[src/rtl/pong_text_buf_if.sv]
// Character-write and clear handshake bundle for pong_text_buf.
// The text source drives the master side; the text buffer is the slave.
interface pong_text_buf_if #(
  parameter int COLS = 32,
  parameter int ROWS = 4
) ();
  localparam int CW = $clog2(COLS);
  localparam int RW = (ROWS > 1) ? $clog2(ROWS) : 1;

  logic          wr_valid;
  logic          wr_ready;
  logic [RW-1:0] wr_row;
  logic [CW-1:0] wr_col;
  logic [6:0]    wr_char;
  logic [1:0]    wr_attr;
  logic          clr_req;
  logic          busy;

  modport master (
    output wr_valid, wr_row, wr_col, wr_char, wr_attr, clr_req,
    input  wr_ready, busy
  );

  modport slave (
    input  wr_valid, wr_row, wr_col, wr_char, wr_attr, clr_req,
    output wr_ready, busy
  );
endinterface

[src/rtl/pong_text_buf.sv]
// Text overlay for the pong display: a ROWS x COLS character buffer rendered
// through an 8x16 glyph ROM into a pixel window, with invert and blink
// attributes and a background clear sweep.

// Glyph ROM: 11-bit address {char, glyph_row}, 8-bit row bitmap, registered
// read. Only the glyphs the overlay uses carry artwork; all others are blank.
module ascii_rom (
  input  logic        clk,
  input  logic [10:0] addr_i,
  output logic [7:0]  data_o
);
  // Row 0 sits in the top byte of each 128-bit glyph.
  localparam logic [127:0] GLYPH_A = 128'h0000_1038_6CC6_C6FE_C6C6_C6C6_0000_0000;
  localparam logic [127:0] GLYPH_B = 128'h0000_FC66_6666_7C66_6666_66FC_0000_0000;
  localparam logic [127:0] GLYPH_C = 128'h0000_3C66_C2C0_C0C0_C0C2_663C_0000_0000;

  logic [6:0] idx;
  logic [7:0] rom_d;
  logic [7:0] data_q;

  // Glyph lookup: row r occupies bits [8*(15-r) +: 8].
  always_comb begin
    rom_d = 8'h00;
    idx   = {~addr_i[3:0], 3'b000};
    case (addr_i[10:4])
      7'h41:   rom_d = GLYPH_A[idx +: 8];
      7'h42:   rom_d = GLYPH_B[idx +: 8];
      7'h43:   rom_d = GLYPH_C[idx +: 8];
      default: rom_d = 8'h00;
    endcase
  end

  // One-cycle registered read port.
  always_ff @(posedge clk) begin
    data_q <= rom_d;
  end

  assign data_o = data_q;
endmodule

module pong_text_buf #(
  parameter int COLS         = 32,
  parameter int ROWS         = 4,
  parameter int SCALE        = 1,
  parameter int X0           = 0,
  parameter int Y0           = 32,
  parameter int BLINK_FRAMES = 30
) (
  input  logic           clk,
  input  logic           reset_n,
  input  logic [9:0]     x,
  input  logic [9:0]     y,
  pong_text_buf_if.slave bus,
  output logic           text_on,
  output logic [11:0]    text_rgb
);
  localparam int CW    = $clog2(COLS);
  localparam int RW    = (ROWS > 1) ? $clog2(ROWS) : 1;
  localparam int DEPTH = ROWS * COLS;
  localparam int AW    = $clog2(DEPTH);
  localparam int WIN_W = (COLS * 8) << SCALE;
  localparam int WIN_H = (ROWS * 16) << SCALE;

  typedef enum logic {S_IDLE, S_CLEAR} state_t;

  state_t        state_q;
  logic [AW-1:0] clr_addr_q;
  logic          busy_q;
  logic          ready_q;
  logic          init_q;

  logic [31:0]   xs, ys, dx, dy;
  logic          in_win_s0;
  logic [CW-1:0] col_s0;
  logic [RW-1:0] row_s0;
  logic [3:0]    grow_s0;
  logic [2:0]    bit_s0;
  logic [AW-1:0] rd_addr;

  logic [8:0]    mem [DEPTH];
  logic [8:0]    cell_p1;
  logic          win_p1;
  logic [3:0]    grow_p1;
  logic [2:0]    bit_p1;

  logic [7:0]    glyph_p2;
  logic          win_p2;
  logic [2:0]    bit_p2;
  logic [1:0]    attr_p2;
  logic [2:0]    sel_p2;
  logic          text_on_d;
  logic          text_on_q;
  logic [11:0]   text_rgb_q;

  logic          at_origin;
  logic          origin_q;
  logic [7:0]    frame_cnt_q;
  logic          hide_q;

  logic          wr_ready;
  logic          wr_in_range;
  logic [AW-1:0] wr_addr;
  logic          mem_we;
  logic [AW-1:0] mem_waddr;
  logic [8:0]    mem_wdata;

  // ---- stage 0: window test and cell/glyph coordinates from x,y ----
  // Widened to 32 bits so large windows cannot wrap the comparisons.
  always_comb begin
    xs        = {22'd0, x};
    ys        = {22'd0, y};
    dx        = xs - 32'(X0);
    dy        = ys - 32'(Y0);
    in_win_s0 = (xs >= 32'(X0)) && (xs < 32'(X0 + WIN_W)) &&
                (ys >= 32'(Y0)) && (ys < 32'(Y0 + WIN_H));
    col_s0    = CW'(dx >> (3 + SCALE));
    row_s0    = RW'(dy >> (4 + SCALE));
    grow_s0   = 4'(dy >> SCALE);
    bit_s0    = 3'(dx >> SCALE);
    rd_addr   = AW'((32'(row_s0) << CW) | 32'(col_s0));
  end

  // Write-port arbitration: the clear sweep owns the port while active.
  always_comb begin
    wr_in_range = (32'(bus.wr_row) < 32'(ROWS)) && (32'(bus.wr_col) < 32'(COLS));
    wr_addr     = AW'((32'(bus.wr_row) << CW) | 32'(bus.wr_col));
    mem_we      = 1'b0;
    mem_waddr   = clr_addr_q;
    mem_wdata   = 9'h000;
    if (state_q == S_CLEAR) begin
      mem_we = 1'b1;
    end else if (bus.wr_valid && wr_ready && wr_in_range) begin
      mem_we    = 1'b1;
      mem_waddr = wr_addr;
      mem_wdata = {bus.wr_attr, bus.wr_char};
    end
  end

  // ---- stage 1: character buffer, read-first so a colliding write shows next cycle ----
  always_ff @(posedge clk) begin
    if (mem_we) begin
      mem[mem_waddr] <= mem_wdata;
    end
    cell_p1 <= mem[rd_addr];
  end

  // ---- stage 2: glyph ROM read addressed by the fetched character ----
  ascii_rom u_rom (
    .clk    (clk),
    .addr_i ({cell_p1[6:0], grow_p1}),
    .data_o (glyph_p2)
  );

  // Bit index 0 is the leftmost pixel, which lives in glyph bit 7.
  assign sel_p2    = ~bit_p2;
  assign text_on_d = win_p2 & (glyph_p2[sel_p2] ^ attr_p2[0]) & ~(attr_p2[1] & hide_q);

  // Side-band pipeline and stage 3 output register, aligned with buffer and ROM reads.
  always_ff @(posedge clk or negedge reset_n) begin
    if (!reset_n) begin
      win_p1     <= 1'b0;
      grow_p1    <= 4'd0;
      bit_p1     <= 3'd0;
      win_p2     <= 1'b0;
      bit_p2     <= 3'd0;
      attr_p2    <= 2'd0;
      text_on_q  <= 1'b0;
      text_rgb_q <= 12'h000;
    end else begin
      win_p1     <= in_win_s0;
      grow_p1    <= grow_s0;
      bit_p1     <= bit_s0;
      win_p2     <= win_p1;
      bit_p2     <= bit_p1;
      attr_p2    <= cell_p1[8:7];
      // ---- stage 3: registered pixel output ----
      text_on_q  <= text_on_d;
      text_rgb_q <= text_on_d ? 12'hFFF : 12'h000;
    end
  end

  assign at_origin = (x == 10'd0) && (y == 10'd0);

  // Frame strobe on the first cycle at the origin; counts frames and toggles blink phase.
  always_ff @(posedge clk or negedge reset_n) begin
    if (!reset_n) begin
      origin_q    <= 1'b0;
      frame_cnt_q <= 8'd0;
      hide_q      <= 1'b0;
    end else begin
      origin_q <= at_origin;
      if (at_origin && !origin_q) begin
        if (frame_cnt_q == 8'(BLINK_FRAMES - 1)) begin
          frame_cnt_q <= 8'd0;
          hide_q      <= ~hide_q;
        end else begin
          frame_cnt_q <= frame_cnt_q + 8'd1;
        end
      end
    end
  end

  // Clear controller: an automatic sweep after reset, restartable by clr_req.
  always_ff @(posedge clk or negedge reset_n) begin
    if (!reset_n) begin
      state_q    <= S_IDLE;
      clr_addr_q <= '0;
      busy_q     <= 1'b0;
      ready_q    <= 1'b0;
      init_q     <= 1'b1;
    end else begin
      case (state_q)
        S_IDLE: begin
          if (bus.clr_req || init_q) begin
            state_q    <= S_CLEAR;
            clr_addr_q <= '0;
            busy_q     <= 1'b1;
            ready_q    <= 1'b0;
            init_q     <= 1'b0;
          end
        end
        S_CLEAR: begin
          if (bus.clr_req) begin
            clr_addr_q <= '0;
          end else if (clr_addr_q == AW'(DEPTH - 1)) begin
            state_q <= S_IDLE;
            busy_q  <= 1'b0;
            ready_q <= 1'b1;
          end else begin
            clr_addr_q <= clr_addr_q + AW'(1);
          end
        end
        default: state_q <= S_IDLE;
      endcase
    end
  end

  // A clear request in the same cycle blocks the write.
  assign wr_ready     = ready_q & ~bus.clr_req;
  assign bus.wr_ready = wr_ready;
  assign bus.busy     = busy_q;
  assign text_on      = text_on_q;
  assign text_rgb     = text_rgb_q;
endmodule

[src/flat_wrapper.sv]
// flat-port wrapper written by rule: the top's interface ports become plain ports
module pong_text_buf_flat 
#(
  parameter int COLS         = 32,
  parameter int ROWS         = 4,
  parameter int SCALE        = 1,
  parameter int X0           = 0,
  parameter int Y0           = 32,
  parameter int BLINK_FRAMES = 30
)
  (clk, reset_n, x, y, text_on, text_rgb, bus_wr_valid, bus_wr_row, bus_wr_col, bus_wr_char, bus_wr_attr, bus_clr_req, bus_wr_ready, bus_busy);
  pong_text_buf_if #(.COLS(COLS), .ROWS(ROWS)) bus_i ();
  input  logic clk;
  input  logic reset_n;
  input  logic [9:0] x;
  input  logic [9:0] y;
  output logic text_on;
  output logic [11:0] text_rgb;
  input wire logic [$bits(bus_i.wr_valid)-1:0] bus_wr_valid;
  input wire logic [$bits(bus_i.wr_row)-1:0] bus_wr_row;
  input wire logic [$bits(bus_i.wr_col)-1:0] bus_wr_col;
  input wire logic [$bits(bus_i.wr_char)-1:0] bus_wr_char;
  input wire logic [$bits(bus_i.wr_attr)-1:0] bus_wr_attr;
  input wire logic [$bits(bus_i.clr_req)-1:0] bus_clr_req;
  output wire logic [$bits(bus_i.wr_ready)-1:0] bus_wr_ready;
  output wire logic [$bits(bus_i.busy)-1:0] bus_busy;
  assign bus_i.wr_valid = bus_wr_valid;
  assign bus_i.wr_row = bus_wr_row;
  assign bus_i.wr_col = bus_wr_col;
  assign bus_i.wr_char = bus_wr_char;
  assign bus_i.wr_attr = bus_wr_attr;
  assign bus_i.clr_req = bus_clr_req;
  assign bus_wr_ready = bus_i.wr_ready;
  assign bus_busy = bus_i.busy;
  pong_text_buf #(.COLS(COLS), .ROWS(ROWS), .SCALE(SCALE), .X0(X0), .Y0(Y0), .BLINK_FRAMES(BLINK_FRAMES)) u_core (.clk(clk), .reset_n(reset_n), .x(x), .y(y), .bus(bus_i), .text_on(text_on), .text_rgb(text_rgb));
endmodule
[config.mk]
export PLATFORM = sky130hd
export DESIGN_NAME = pong_text_buf_flat
export DESIGN_NICKNAME = d
export VERILOG_FILES = /design/src/rtl/pong_text_buf_if.sv /design/src/rtl/pong_text_buf.sv /design/src/flat_wrapper.sv
export SDC_FILE = /design/constraint.sdc
export NUM_CORES = 1
export LEC_CHECK = 0
export ABC_CLOCK_PERIOD_IN_PS = 3770
export BUFFER_PORTS_ARGS = -buffer_cell sky130_fd_sc_hd__buf_2
export CAP_MARGIN = 20
export CORE_MARGIN = 1
export CORE_UTILIZATION = 40
export DETAILED_ROUTE_END_ITERATION = 10
export PLACE_DENSITY = 0.63
export SLEW_MARGIN = 25
export SYNTH_ARGS = -nofsm -noshare
export SYNTH_HDL_FRONTEND = slang
export SYNTH_SLANG_ARGS = --single-unit
[constraint.sdc]
create_clock -name clk -period 3.77 [get_ports clk]
set_input_delay 0.377 -clock clk [delete_from_list [all_inputs] [get_ports clk]]
set_output_delay 0.377 -clock clk [all_outputs]
set_load 0.05 [all_outputs]
==> impl_metrics.py <==
metrics = {
    "outcome": {
        "outcome": "complete, no violations",
    },
    "power_and_ir_drop": {
        "combPwrFrac_pct": 4.1,
        "power_frac_clock_pct": 42.2,
        "switching_share_pct": 21.2,
        "vdd.ir_drop.worst_mv": 0.414,
        "power.density_mw_per_mm2": 492,
        "p_leak_nw": 17.5,
        "power_frac_seq_pct": 53.7,
        "internal_power_consumption_mw": 21.4,
        "power.total_mw": 27.1,
        "p_sw_mw": 5.74,
    },
    "cts": {
        "clkSinkCount": 1204,
        "cts-root-to-sink-buffers": 3,
        "cts_tree": "yes",
        "htree_levels": 3,
        "cts_root_buffer": "clkbuf_16",
        "clock_insertion_delay_worst_skew_ns": 0.71,
        "clk_pin_slew_ns": 0.06,
        "cts-buffers-inserted": 117,
        "post_cts.resized_instances": 0,
    },
    "logic_synthesis": {
        "synth.top_cells.by_area": "edfxtp_1 72%, mux4_2 8.5%, mux2i_1 3.5%",
        "yosysWarnings": 0,
        "number_of_enable_type_register_cells_in_the_synthesized_netlist": 1152,
        "area_of_the_mapped_netlist_mm2": 0.0478,
        "synth_top_area_share_pct": 72.3,
        "avgSynthCellArea_um2": 18.4,
        "ys_seq_elements": 1204,
        "synth.lib_cells_used.distinct": 66,
        "synth.net_count": 2638,
        "yosysSeqAreaShare_pct": 74.9,
        "postSynthCellCount": 2592,
        "synth_top_cell_by_area": "edfxtp_1",
        "synthFlopType": "edfxtp_1",
        "postSynth.asyncResetShare_pct": 2.99,
    },
    "floorplanning": {
        "die-area_mm2": 0.121,
        "rows": 126,
        "io_pins": 55,
        "initial_core_util_pct": 40.4,
        "coreArea_mm2": 0.118,
        "die_height_um": 348,
        "die_width_um": 348,
    },
    "grt": {
        "antenna_found_initial": 5,
        "grt_first_pass_wirelength_um": 179000,
        "first_global_vias": 26300,
        "overflow": 0,
        "track_usage_pct": 20.0,
        "grt_max_degree": 129,
    },
    "route": {
        "detailroute.via_count": 25900,
        "ant_nets": 0,
        "routed_wire_length_per_instance_um": 26.9,
        "drt_wl_total_um": 121000,
        "drt-vias-per-instance": 5.74,
        "drt-pass1-iter-count": 5,
        "dr.first_iter.drc_count": 3297,
        "drc_errors": 0,
    },
    "layout": {
        "fraction_of_final_layout_cells_sized_beyond_drive_strength_1_pct": 26.3,
        "antenna-diode-count": 0,
        "layout.nets": 2919,
        "final_design_area_no_fill_mm2": 0.0552,
        "layout.cells.non_filler": 4505,
        "syn_to_final_growth_pct": 15.4,
    },
    "place": {
        "hpwl_um": 76200,
        "place.port_buffers": 54,
        "routability_driven_placement_congestion_ratio": 0.878,
        "dp_worst_setup_slack_ns": 0.271,
        "numPlacedInstances": 4278,
        "placed_area_mm2": 0.0513,
    },
    "sta": {
        "slew_viol_final": 0,
        "setup_viol": 0,
        "setup_tns_ns": 0,
        "hold_viol_final": 0,
        "finClkSkew_ns": 0.0192,
        "maxSlewHeadroom_pct": 38.4,
        "fin_ws_ns": 0.241,
        "final_period_minus_worst_setup_slack_ns": 3.53,
        "rsz0062_at_grt": "false",
        "worst-slew-pin-transition_ns": 0.924,
        "maxClockFrequency_mhz": 283,
        "finalCritPeriodShare_pct": 93.6,
    },
    "hold_path": {
        "source_of_the_worst_hold_timing_path": "x[0]",
        "hold_depth": 4,
        "worst_hold_path.endpoint": "u_core.origin_q",
        "min_path_type": "in2reg",
    },
    "worst_setup_path": {
        "reg2reg_from": "u_core.state_q",
        "cp_common_cell": "nand2b_1",
        "worst-setup-path-type": "reg2reg",
        "timing.critical_path.from": "u_core.state_q",
        "crit_family": "simple AND/OR/NAND/NOR gates",
        "worstPathRequired_ns": 4.10,
        "reg2reg_setup_slack_ns": 0.24,
        "timing.critical_path.slowest_cell_delay_ns": 0.75,
        "timing.critical_path.cells": "and4bb_1 > buf_4 > mux2i_1 > nand2b_1 > nand2b_1 > nor2_1",
        "start_kind": "flip-flop",
        "worst_ep_arrival_time_ns": 3.86,
        "cp_max_fo": 16,
        "worstReg2RegEnd": "u_core.mem[71][4]",
        "worst_setup_ep_type": "flip-flop",
        "r2r.worst_path.cells": 6,
        "critPathSlowestCell": "nor2_1",
        "timing.critical_path.buf_inv": 1,
    },
    "job": {
        "maxCapViolations": 0,
    },
}
## layer usage
layer | routed length [µm] | GRT usage (%)
met3 | 9470 | 3.51
met2 | 58200 | 32.4
met5 | 33 | 0
met4 | 3350 | 5.78
met1 | 50200 | 27.8
## sequential cells by signal, summed over array words and instances, names as in the netlist, 2 cells and up
register / flops
u_core.grow_p1: 4
u_core.mem: 1152
u_core.bit_p1: 3
u_core.u_rom.data_o: 7
u_core.cell_p1: 9
u_core.attr_p2: 2
u_core.bit_p2: 3
u_core.clr_addr_q: 7
u_core.frame_cnt_q: 8
## synthesized netlist by cell type (6+ instances only)
cell type / count
edfxtp_1: 1152
mux4_2: 180
nor2_1: 180
mux2i_1: 165
nand2_1: 123
mux2_2: 93
buf_2: 63
o21ai_0: 48
clkbuf_1: 46
a21oi_1: 43
nor2b_1: 42
o22ai_1: 42
buf_4: 35
dfrtp_1: 35
a22oi_1: 32
nand2b_1: 31
a211oi_1: 27
nand3_1: 22
o2111ai_1: 17
o31ai_1: 17
dfxtp_1: 16
and2_1: 15
a31o_2: 14
nor4_1: 13
nor3_1: 11
a221oi_1: 10
nand4_1: 10
o32ai_1: 8
inv_1: 7
a41o_1: 6
and3_1: 6
ha_1: 6
or2_2: 6
xnor2_1: 6
## cells by family (layout without fill, tap and decap cells)
kind of cell,count (synthesis),in the layout,synth area share (%)
DFF,1204,1204,74.9
and+or+nand+nor,480,480,4.69
muxes,439,439,14.1
AOI/OAI and AO/OA,295,295,4.22
buffers and inverters,160,537,1.74
xor gates and xnor gates,8,8,0.147
adders and majority gates,6,6,0.157
## layout by cell type (no fill, tap or decap), drive strengths merged, types with 27 or more instances in the layout
cell type / instances
nand2: 123
o21ai: 53
a21oi: 43
nand2b: 31
nor2b: 42
o22ai: 42
nor2: 181
buf: 302
mux2i: 165
dfrtp: 35
a22oi: 32
clkinv: 46
clkbuf: 144
edfxtp: 1152
a211oi: 27
mux2: 94
mux4: 180
## power groups by stage
| stage | sequential, mW | clock, mW | combinational [mW] |
|---|---|---|---|
| finish | 14.6 | 11.5 | 1.12 |
| global route | 14.6 | 12.1 | 1.18 |
| CTS | 14.6 | 11.6 | 1.11 |
| detailed placement | 14.9 | 0 | 1.10 |
| global placement | 14.8 | 0 | 1.09 |
| floorplan | 14.8 | 0 | 0.685 |
## per-stage QoR
stage / utilization, % / hold slack, ns
5_1_grt: 46.7 / 0.0520
3_3_place_gp: 43.4 / 0.340
2_1_floorplan: - / 0.0814
6_report: 46.7 / 0.0456
3_5_place_dp: 43.4 / 0.336
4_1_cts: 46.7 / 0.00232
## worst max-delay path by stage
stage	slack [ns]	to	depth (start not counted)
2_1_floorplan	0.32	u_core.mem[0][0]	5
3_3_place_gp	0.43	u_core.mem[50][4]	9
3_5_place_dp	0.27	u_core.mem[71][8]	7
4_1_cts	0.30	u_core.mem[71][8]	6
5_1_grt	0.09	u_core.mem[71][4]	6
6_report	0.24	u_core.mem[71][4]	6
## cell type report
type,instances,area (µm²)
clock buffer,144,3070
clock inverter,71,679
fill,9797,63000
inverter,8,30.0
multi-input combinational,1228,11200
sequential,1204,35800
tap,1536,1920
timing repair buffer,314,2480
## timing repair
| item | CTS | global route |
|---|---|---|
| buffers inserted | 0 | 0 |
| hold endpoints to repair | 46 | 0 |
| hold buffers | 12 | 0 |
## worst register-to-register path: cells and delay by family (launching register included)
kind / cells / cell delay, ns
buffers and inverters: 1 / 0.32
DFF: 1 / 0.50
muxes: 1 / 0.30
and+or+nand+nor: 4 / 2.04
Note: power is estimated with default switching activity, not from simulation.
